$ cat config.mk
export PLATFORM = sky130hd
export DESIGN_NAME = dense_fold_scheduler_flat
export DESIGN_NICKNAME = d
export VERILOG_FILES = /design/src/rtl/dense_fold_scheduler_pkg.sv /design/src/rtl/dense_fold_scheduler_if.sv /design/src/rtl/dense_fold_scheduler_latency_tracker.sv /design/src/rtl/dense_fold_scheduler.sv /design/src/flat_wrapper.sv
export SDC_FILE = /design/constraint.sdc
export NUM_CORES = 1
export LEC_CHECK = 0
export CAP_MARGIN = 20
export CORE_UTILIZATION = 49
export CTS_CLUSTER_DIAMETER = 50
export DETAILED_ROUTE_END_ITERATION = 8
export GPL_ROUTABILITY_DRIVEN = 1
export PLACE_DENSITY_LB_ADDON = 0.15
export SLEW_MARGIN = 20
export SYNTH_ARGS = -nofsm -noshare
export SYNTH_HDL_FRONTEND = slang
export SYNTH_SLANG_ARGS = --single-unit
$ cat constraint.sdc
create_clock -name clk -period 1.68 [get_ports clk]
set_input_delay 0.336 -clock clk [delete_from_list [all_inputs] [get_ports clk]]
set_output_delay 0.336 -clock clk [all_outputs]
set_load 0.01 [all_outputs]
$ cat src/rtl/dense_fold_scheduler_pkg.sv
// Shared types and elaboration-time helpers for the folded dense-layer scheduler.
package dense_sched_pkg;

  localparam int MAX_PACK = 3;

  typedef enum logic [1:0] {
    ST_IDLE  = 2'd0,
    ST_ISSUE = 2'd1,
    ST_DRAIN = 2'd2,
    ST_DONE  = 2'd3
  } sched_state_e;

  function automatic int calc_ngroup(input int output_size, input int pack);
    return (output_size + pack - 1) / pack;
  endfunction

  // Issue-to-result latency: DSP stages, adder tree, then the bias/output register.
  function automatic int calc_pipe_lat(input int input_size, input int mult_lat);
    return mult_lat + $clog2(input_size) + 1;
  endfunction

  function automatic logic [MAX_PACK-1:0] calc_lane_mask(input int grp, input int pack,
                                                         input int output_size);
    logic [MAX_PACK-1:0] mask;
    mask = '0;
    for (int k = 0; k < MAX_PACK; k++) begin
      if ((k < pack) && ((grp * pack + k) < output_size)) begin
        mask[k] = 1'b1;
      end else begin
        mask[k] = 1'b0;
      end
    end
    return mask;
  endfunction

endpackage

$ cat src/rtl/dense_fold_scheduler_if.sv
// Handshake, issue and result-write bus between the fold scheduler and its neighbours.
interface dense_fold_scheduler_if #(
  parameter int OUTPUT_SIZE = 5,
  parameter int PACK        = 3
);
  import dense_sched_pkg::*;

  localparam int NGROUP = calc_ngroup(OUTPUT_SIZE, PACK);
  localparam int GW     = $clog2(NGROUP) + 1;
  localparam int CW     = $clog2(OUTPUT_SIZE + PACK);

  logic          in_valid;
  logic          in_ready;
  logic          load_en;
  logic          issue_valid;
  logic [GW-1:0] grp_idx;
  logic [CW-1:0] col_base;
  logic [PACK-1:0] lane_mask;
  logic          wr_en;
  logic [GW-1:0] wr_idx;
  logic          out_valid;
  logic          out_ready;
  logic          busy;

  modport master (
    input  in_valid, out_ready,
    output in_ready, load_en, issue_valid, grp_idx, col_base, lane_mask,
           wr_en, wr_idx, out_valid, busy
  );

  modport slave (
    output in_valid, out_ready,
    input  in_ready, load_en, issue_valid, grp_idx, col_base, lane_mask,
           wr_en, wr_idx, out_valid, busy
  );

endinterface

$ cat src/rtl/dense_fold_scheduler_latency_tracker.sv
// Fixed-depth valid+tag delay line with synchronous clear, for any fixed-latency datapath.
module latency_tracker #(
  parameter int DEPTH = 8,
  parameter int TAG_W = 2
) (
  input  logic             clk,
  input  logic             clr,
  input  logic             in_valid,
  input  logic [TAG_W-1:0] in_tag,
  output logic             out_valid,
  output logic [TAG_W-1:0] out_tag
);

  logic             valid_r [DEPTH];
  logic [TAG_W-1:0] tag_r   [DEPTH];

  // Advance every stage each cycle; clear drops all in-flight entries.
  always_ff @(posedge clk) begin
    if (clr) begin
      for (int i = 0; i < DEPTH; i++) begin
        valid_r[i] <= 1'b0;
        tag_r[i]   <= '0;
      end
    end else begin
      valid_r[0] <= in_valid;
      tag_r[0]   <= in_valid ? in_tag : '0;
      for (int i = 1; i < DEPTH; i++) begin
        valid_r[i] <= valid_r[i-1];
        tag_r[i]   <= tag_r[i-1];
      end
    end
  end

  assign out_valid = valid_r[DEPTH-1];
  assign out_tag   = tag_r[DEPTH-1];

endmodule

$ cat src/rtl/dense_fold_scheduler.sv
// Sequencer for a folded dense layer: issues PACK-wide column groups, tracks them through
// the fixed datapath latency, strobes result writes and hands off the finished vector.
module dense_fold_scheduler #(
  parameter int INPUT_SIZE  = 32,
  parameter int OUTPUT_SIZE = 5,
  parameter int PACK        = 3,
  parameter int MULT_LAT    = 2
) (
  input  logic                   clk,
  input  logic                   reset,
  dense_fold_scheduler_if.master bus
);
  import dense_sched_pkg::*;

  localparam int NGROUP   = calc_ngroup(OUTPUT_SIZE, PACK);
  localparam int PIPE_LAT = calc_pipe_lat(INPUT_SIZE, MULT_LAT);
  localparam int GW       = $clog2(NGROUP) + 1;
  localparam int CW       = $clog2(OUTPUT_SIZE + PACK);
  localparam logic [GW-1:0] LAST_GRP = GW'(NGROUP - 1);

  sched_state_e        state_r, state_s;
  logic [GW-1:0]       grp_r, grp_s;
  logic                issue_s;
  logic                trk_valid_s;
  logic [GW-1:0]       trk_tag_s;
  logic [MAX_PACK-1:0] mask_full_s;

  // State and group counter registers.
  always_ff @(posedge clk) begin
    if (reset) begin
      state_r <= ST_IDLE;
      grp_r   <= '0;
    end else begin
      state_r <= state_s;
      grp_r   <= grp_s;
    end
  end

  // Next-state and group-counter logic.
  always_comb begin
    state_s = state_r;
    grp_s   = grp_r;
    case (state_r)
      ST_IDLE: begin
        grp_s = '0;
        if (bus.in_valid) begin
          state_s = ST_ISSUE;
        end else begin
          state_s = ST_IDLE;
        end
      end
      ST_ISSUE: begin
        if (grp_r == LAST_GRP) begin
          state_s = ST_DRAIN;
          grp_s   = '0;
        end else begin
          state_s = ST_ISSUE;
          grp_s   = grp_r + GW'(1);
        end
      end
      ST_DRAIN: begin
        // Groups retire in issue order, so the last tag marks the whole vector done.
        if (trk_valid_s && (trk_tag_s == LAST_GRP)) begin
          state_s = ST_DONE;
        end else begin
          state_s = ST_DRAIN;
        end
      end
      ST_DONE: begin
        if (bus.out_ready) begin
          state_s = ST_IDLE;
        end else begin
          state_s = ST_DONE;
        end
      end
      default: begin
        state_s = ST_IDLE;
        grp_s   = '0;
      end
    endcase
  end

  assign issue_s = (state_r == ST_ISSUE);

  latency_tracker #(
    .DEPTH (PIPE_LAT),
    .TAG_W (GW)
  ) u_tracker (
    .clk       (clk),
    .clr       (reset),
    .in_valid  (issue_s),
    .in_tag    (grp_r),
    .out_valid (trk_valid_s),
    .out_tag   (trk_tag_s)
  );

  // Output decode from the registered state and group counter.
  always_comb begin
    bus.in_ready    = 1'b0;
    bus.load_en     = 1'b0;
    bus.issue_valid = 1'b0;
    bus.grp_idx     = '0;
    bus.col_base    = '0;
    bus.lane_mask   = '0;
    bus.out_valid   = 1'b0;
    mask_full_s     = calc_lane_mask(int'(grp_r), PACK, OUTPUT_SIZE);
    case (state_r)
      ST_IDLE: begin
        bus.in_ready = 1'b1;
        bus.load_en  = bus.in_valid;
      end
      ST_ISSUE: begin
        bus.issue_valid = 1'b1;
        bus.grp_idx     = grp_r;
        bus.col_base    = CW'(int'(grp_r) * PACK);
        bus.lane_mask   = mask_full_s[PACK-1:0];
      end
      ST_DRAIN: begin
        bus.in_ready = 1'b0;
      end
      ST_DONE: begin
        bus.out_valid = 1'b1;
      end
      default: begin
        bus.in_ready = 1'b0;
      end
    endcase
  end

  assign bus.wr_en  = trk_valid_s;
  assign bus.wr_idx = trk_tag_s;
  assign bus.busy   = (state_r != ST_IDLE);

endmodule

$ cat src/flat_wrapper.sv
// flat-port wrapper written by rule: the top's interface ports become plain ports
module dense_fold_scheduler_flat import dense_sched_pkg::*;
#(
  parameter int INPUT_SIZE  = 32,
  parameter int OUTPUT_SIZE = 5,
  parameter int PACK        = 3,
  parameter int MULT_LAT    = 2
)
  (clk, reset, bus_in_valid, bus_out_ready, bus_in_ready, bus_load_en, bus_issue_valid, bus_grp_idx, bus_col_base, bus_lane_mask, bus_wr_en, bus_wr_idx, bus_out_valid, bus_busy);
  dense_fold_scheduler_if #(.OUTPUT_SIZE(OUTPUT_SIZE), .PACK(PACK)) bus_i ();
  input  logic clk;
  input  logic reset;
  input wire logic [$bits(bus_i.in_valid)-1:0] bus_in_valid;
  input wire logic [$bits(bus_i.out_ready)-1:0] bus_out_ready;
  output wire logic [$bits(bus_i.in_ready)-1:0] bus_in_ready;
  output wire logic [$bits(bus_i.load_en)-1:0] bus_load_en;
  output wire logic [$bits(bus_i.issue_valid)-1:0] bus_issue_valid;
  output wire logic [$bits(bus_i.grp_idx)-1:0] bus_grp_idx;
  output wire logic [$bits(bus_i.col_base)-1:0] bus_col_base;
  output wire logic [$bits(bus_i.lane_mask)-1:0] bus_lane_mask;
  output wire logic [$bits(bus_i.wr_en)-1:0] bus_wr_en;
  output wire logic [$bits(bus_i.wr_idx)-1:0] bus_wr_idx;
  output wire logic [$bits(bus_i.out_valid)-1:0] bus_out_valid;
  output wire logic [$bits(bus_i.busy)-1:0] bus_busy;
  assign bus_i.in_valid = bus_in_valid;
  assign bus_i.out_ready = bus_out_ready;
  assign bus_in_ready = bus_i.in_ready;
  assign bus_load_en = bus_i.load_en;
  assign bus_issue_valid = bus_i.issue_valid;
  assign bus_grp_idx = bus_i.grp_idx;
  assign bus_col_base = bus_i.col_base;
  assign bus_lane_mask = bus_i.lane_mask;
  assign bus_wr_en = bus_i.wr_en;
  assign bus_wr_idx = bus_i.wr_idx;
  assign bus_out_valid = bus_i.out_valid;
  assign bus_busy = bus_i.busy;
  dense_fold_scheduler #(.INPUT_SIZE(INPUT_SIZE), .OUTPUT_SIZE(OUTPUT_SIZE), .PACK(PACK), .MULT_LAT(MULT_LAT)) u_core (.clk(clk), .reset(reset), .bus(bus_i));
endmodule
==> results of run 1 <==
==> flip-flops by register name (all words and copies together), names as in the netlist <==
| name | flops |
|---|---|
| u_core.u_tracker.valid_r | 8 |
| u_core.state_r | 2 |
| u_core.grp_r | 2 |
| u_core.u_tracker.tag_r | 16 |
==> path summary, 6_finish.rpt <==
kind	to	slack [ns]	cells after the start
max	bus_lane_mask[1]	-0.12	5
min	u_core.u_tracker.tag_r[0][4]$_SDFF_PP0_	0.45	1
max reg2reg	u_core.state_r[0]$_SDFF_PP0_	0.10	6
min reg2reg	u_core.u_tracker.tag_r[0][4]$_SDFF_PP0_	0.45	1
==> worst register-to-register path: cells and delay by family (launching register included) <==
family | cells | cell delay, ns
compound gates | 1 | 0.28
fa+ha+maj | 1 | 0.22
buf+inv | 3 | 0.28
flops | 1 | 0.42
mux | 1 | 0.28
==> logic make-up after synthesis <==
kind of cell / share of synthesized area [%]
AOI/OAI and AO/OA: 3.28
adders and majority gates: 8.52
buffers and inverters: 8.03
DFF: 54.5
muxes: 1.09
and+or+nand+nor: 24.6
==> layout make-up <==
cell class / count / share of cell area, %
sequential: 28 / 40.9
multi-input combinational: 55 / 31.3
timing repair buffer: 35 / 20.1
inverter: 5 / 1.52
tap: 27 / 2.42
clock inverter: 1 / 2.15
clock buffer: 3 / 1.61
==> power groups by stage <==
stage	sequential, W	combinational, W	clock (W)
2_1_floorplan	0.000694	0.0000641	0
6_report	0.000678	0.000138	0.000425
4_1_cts	0.000678	0.000130	0.000437
5_1_grt	0.000680	0.000151	0.000463
3_5_place_dp	0.000694	0.000137	0
3_3_place_gp	0.000694	0.000133	0
==> stage by stage <==
step | setup slack [ns] | setup TNS, ns | std cells | power [W] | util, %
finish | -0.120 | -0.152 | 154 | 0.00124 | 71.1
detailed placement | -0.200 | -0.642 | 148 | 0.000831 | 65.9
floorplan | 0.0830 | 0 | 97 | 0.000759 | -
global placement | -0.170 | -0.447 | 148 | 0.000827 | 65.9
CTS | -0.136 | -0.154 | 154 | 0.00124 | 69.2
global route | -0.167 | -0.353 | 154 | 0.00129 | 71.1
==> routing by layer <==
layer | wire length, um | global-route usage (%) | vias to the layer above
met5 | 0 | 0 | -
met4 | 0 | 3.33 | 0
met3 | 69 | 3.40 | 0
met2 | 920 | 33.2 | 14
met1 | 786 | 20.5 | 317
li1 | - | - | 358
==> synthesized netlist by cell type, drive strengths merged (2+ instances only) <==
cell / instances
nor3: 3
a21oi: 2
and2: 5
nand2: 2
ha: 7
inv: 5
nor2b: 21
dfxtp: 28
clkbuf: 2
nor2: 5
buf: 7
a22oi: 2
==> repair_timing <==
action	in CTS	in global routing
hold endpoints to repair	0	0
pin swaps	1	0
setup buffers	2	0
cloned	0	0
gates resized for setup	46	16
endpoints found under the setup margin	13	7
==> flow_summary.toml, run 1 <==
[global_routing]
track_usage_pct = 17.6
grt_max_degree = 29
grt_pass1_wl_mm = 2.74
grt_pass1_vias = 624
grt_overflow_total = 0
antenna_found_initial = 0

[run_status]
violations = "setup timing"
outcome = "finished, violations left"

[sta]
fin_skew_ns = 0.00514
rsz0062_at_grt = "yes"
fmax_mhz = 556
hold-worst-slack_ns = 0.454
final.min_clock_period_ns = 1.80
slew_headroom_pct = 82.1
layout_setup_ws_ns = -0.120
post-route-period-util_pct = 107
worst_pin_slew_ns = 0.269
finalHoldViolCount = 0
setup_viol = 3
drv_slew = 0

[cts]
cts.reportedPaths.clkPinSlew_ns = 0.14
hold_buffers = 0
cts_root_buf = "clkbuf_4"
worstSkewPairLatency_ns = 0.32
cts_buffers = 3
htreeDepth = 1
tritoncts = "yes"
clockBufferDepth = 2
clock-sinks = 28

[floorplanning]
die-area_sq_um = 2290
rows = 16
dieHeight_um = 47.8
start_util_pct = 52.4
top_level_ports = 20
core_area_sq_um = 1960
die_w_um = 47.8

[cells_and_area]
layout_common_cells = "dfxtp_1, nor2b_1, buf_4"
nets = 139
drive_gt1_share_pct = 37.0
seq_area_sq_um = 571
syn2layout_area_growth_pct = 35.6
multi_input_area_sq_um = 437
n_antenna_cell = 0
final_area_sq_um = 1400
mostFrequentLayoutCell = "dfxtp_1"
nFillCells = 166

[synth]
async_flop_share_pct = 0
synth_seq_cells = 28
yosys_warnings = 0
synth.avg_cell_area_sq_um = 10.6
yosysUniqueCellTypes = 23
synth-edff-count = 0
ys.flop_type = "dfxtp_1"
ys_seq_area_share_pct = 54.5
synthesis.nets = 108
yosysTopAreaCell = "dfxtp_1"
synth_area_sq_um = 1030
yosys.area.top_type_share_pct = 54.5
yosys-top-cells-area = "dfxtp_1, nor2b_1, ha_1"
syn_inst = 97

[setup_path]
cp_cell_sequence = "buf_4 -> ha_2 -> and3_4 -> nor4_2 -> buf_2"
path_buf_inv = 2
start_kind = "flip-flop"
cp-startpoint = "u_core.grp_r[0]$_SDFFE_PP0P_"
critPathMaxFanout = 4
max_stage_delay_ns = 0.35
cpMaxStageDelayCell = "dfxtp_2"
cp.arrival_ns = 1.46
critical_path_class = "reg2out"
end_kind = "primary output"
critPathTopFamily = "flip-flops"
worstReg2RegStart = "u_core.grp_r[1]$_SDFFE_PP0P_"
required_ns = 1.34

[power]
ir_worst_vdd_uv = 649
swShare_pct = 20.6
power_frac_clock_pct = 34.2
p_seq_share_pct = 54.6
power_density_nw_per_um2 = 890
p_leak_nw = 0.605
power.net_switching_w = 0.000256
p_comb_share_pct = 11.1
internal_power_w = 0.000986

[detailed_routing]
remaining_drc_errors = 0
wl_per_cell_um = 11.5
drt_wl_total_mm = 1.78
vias_per_cell = 4.47
num_vias = 689
drtIter0Drc = 4
first_pass_iters = 2
ant_nets = 0

[place]
place_area_sq_um = 1290
gp_congestion = 0.790
dp_hpwl_mm = 1.19
io_buffers = 19

[min_path]
min_path_type = "reg2reg"
hold_start = "u_core.u_tracker.tag_r[0][2]$_SDFF_PP0_"

[run]
drv_cap = 0
Note: power is estimated with default switching activity, not from simulation.
==> run 2, diff against run 1 <==
Settings changed: HOLD_SLACK_MARGIN set to 0.15.
==> results of run 2 <==
Same layout as run 1: the final DEF is identical, and so are final timing and power.
==> run 3, diff against run 2 <==
Settings changed: CELL_PAD_IN_SITES_DETAIL_PLACEMENT set to 1, CELL_PAD_IN_SITES_GLOBAL_PLACEMENT set to 1, CORE_UTILIZATION 49 to 38.
==> run 3 against run 2 <==
  * Count of clock-buffer cells in the layout rose by 1
  * Highest routed layer is now met4
  * Die area up 28%
  * The flow still finishes with violations (setup timing)
  * Cell count increased by 5.8%
  * Hold slack lost 0.0012 ns
==> flow_summary.toml, run 3 (same netlist as run 1, synthesis figures left out) <==
[cells_and_area]
stdcell_count = 163
syn2layout_area_growth_pct = 44.9
layout_common_cells = "dfxtp_1, nor2b_1, buf_4"
mostFrequentLayoutCell = "dfxtp_1"
drive_gt1_share_pct = 45.1
n_antenna_cell = 0
largest_register_ffs = 16
final_area_sq_um = 1490
regMostFlops = "u_core.u_tracker.tag_r"
reg.largest.list = "u_core.u_tracker.tag_r (16), u_core.u_tracker.valid_r (8)"
nets = 145

[power]
p_leak_nw = 0.635
power_density_nw_per_um2 = 768
power.net_switching_w = 0.000258
ir_worst_vdd_uv = 792
p_seq_share_pct = 59.4
internal_power_w = 0.000887
swShare_pct = 22.5
p_comb_share_pct = 13.4
power_frac_clock_pct = 27.2

[run_status]
outcome = "finished, violations left"
violations = "setup timing"

[detailed_routing]
wl_per_cell_um = 12.5
vias_per_cell = 4.50
num_vias = 733
drt_wl_total_mm = 2.03
remaining_drc_errors = 0
ant_nets = 0
first_pass_iters = 2
drtIter0Drc = 1

[floorplanning]
top_level_ports = 20
start_util_pct = 40.8
die_w_um = 54.0
rows = 18
die-area_sq_um = 2920
core_area_sq_um = 2520
dieHeight_um = 54.0

[sta]
final.min_clock_period_ns = 1.88
rsz0062_at_grt = "yes"
setup_viol = 4
worst_pin_slew_ns = 0.216
finalHoldViolCount = 0
post-route-period-util_pct = 112
layout_setup_ws_ns = -0.200
fmax_mhz = 532
drv_slew = 0
slew_headroom_pct = 85.6
fin_skew_ns = 0.00694

[setup_path]
cp.arrival_ns = 1.54
cp_cell_sequence = "inv_2 -> buf_4 -> ha_4 -> buf_6 -> nor3_2 -> buf_2"
critPathTopFamily = "buffers and inverters"
critical_path_class = "reg2out"
start_kind = "flip-flop"
path_buf_inv = 4
worstReg2RegStart = "u_core.grp_r[1]$_SDFFE_PP0P_"
cpMaxStageDelayCell = "dfxtp_2"
required_ns = 1.34
end_kind = "primary output"
r2r_end = "u_core.grp_r[0]$_SDFFE_PP0P_"
r2r_cells = 7
critPathMaxFanout = 4
rrSetupSlack_ns = 0.06
max_stage_delay_ns = 0.40

[min_path]
hold_end = "u_core.u_tracker.valid_r[0][2]$_SDFF_PP0_"
min_path_cells = 1
hold_start = "u_core.u_tracker.valid_r[0][1]$_SDFF_PP0_"
min_path_type = "reg2reg"

[run]
drv_cap = 0

[cts]
htreeDepth = 1
cts_root_buf = "clkbuf_4"
cts_buffers = 3
worstSkewPairLatency_ns = 0.32
tritoncts = "yes"
cts.reportedPaths.clkPinSlew_ns = 0.14
clockBufferDepth = 2
clock-sinks = 28

[global_routing]
track_usage_pct = 14.5
grt_overflow_total = 0
grt_pass1_vias = 646
antenna_found_initial = 0
grt_pass1_wl_mm = 2.92
grt_max_degree = 29

[place]
placed_cells_incl_taps = 150
detailedPlace.worstSlack_ns = -0.248
dp_hpwl_mm = 1.23
gp_congestion = 0.683
place_area_sq_um = 1300
io_buffers = 19
==> run 3: cell types whose count changed in the layout (fill, tap and decap cells not counted), moves of 2 or more <==
| cell | change |
|---|---|
| buf_6 | +6 |
| clkdlybuf4s15_1 | -2 |
| nor2_1 | -2 |
| nor2_2 | +2 |
==> run 3: worst max path at each step <==
stage	cells past startpoint	slack, ns	start	to
floorplan	4	0.08	u_core.grp_r[0]$_SDFFE_PP0P_	bus_lane_mask[1]
global placement	5	-0.18	u_core.grp_r[0]$_SDFFE_PP0P_	bus_lane_mask[1]
detailed placement	5	-0.25	u_core.grp_r[0]$_SDFFE_PP0P_	bus_lane_mask[1]
CTS	5	-0.20	u_core.grp_r[1]$_SDFFE_PP0P_	bus_lane_mask[1]
global route	6	-0.25	u_core.grp_r[0]$_SDFFE_PP0P_	bus_lane_mask[0]
finish	6	-0.20	u_core.grp_r[0]$_SDFFE_PP0P_	bus_lane_mask[0]
==> run 3: timing repair <==
action | in CTS | in global routing
hold endpoints to repair | 0 | 0
resized for setup | 51 | 26
endpoints found under the setup margin | 13 | 10
pin swaps | 1 | 6
buffers inserted | 7 | 3
hold buffers | 0 | 0
==> run 3: power groups by stage <==
stage / clock network (W) / logic (W) / registers, W
after detailed placement: 0 / 0.000139 / 0.000695
after global routing: 0.000350 / 0.000167 / 0.000681
after global placement: 0 / 0.000135 / 0.000694
final: 0.000311 / 0.000153 / 0.000680
after CTS: 0.000323 / 0.000143 / 0.000679
after floorplan: 0 / 0.0000641 / 0.000694
==> run 3: worst reg2reg max path, stage by stage (launching register included) <==
cell     delay (ns)
dfxtp_4        0.38
buf_6          0.10
inv_4          0.04
buf_6          0.11
buf_4          0.14
ha_1           0.21
or3_1          0.36
a21oi_1        0.21
==> run 3: per-layer routing <==
layer / global-route usage [%] / wire [um]
met1: 16.1 / 891
met2: 26.1 / 1030
met3: 5.08 / 89
met4: 3.85 / 15
met5: 0 / 0
==> run 3: final cells by class <==
type / count / area [sq um]
timing repair buffer: 41 / 359
fill: 299 / 1030
inverter: 5 / 21.3
sequential: 28 / 571
clock buffer: 4 / 36.3
tap: 30 / 37.5
multi-input combinational: 55 / 465
==> run 3: through the flow <==
step | hold WS (ns) | setup TNS [ns] | util, % | power, W
6_report | 0.453 | -0.549 | 59.1 | 0.00114
5_1_grt | 0.465 | -0.852 | 59.1 | 0.00120
4_1_cts | 0.457 | -0.465 | 56.2 | 0.00115
3_5_place_dp | 0.427 | -0.770 | 51.6 | 0.000834
3_3_place_gp | 0.417 | -0.476 | 51.6 | 0.000829
2_1_floorplan | 0.414 | 0 | - | 0.000759
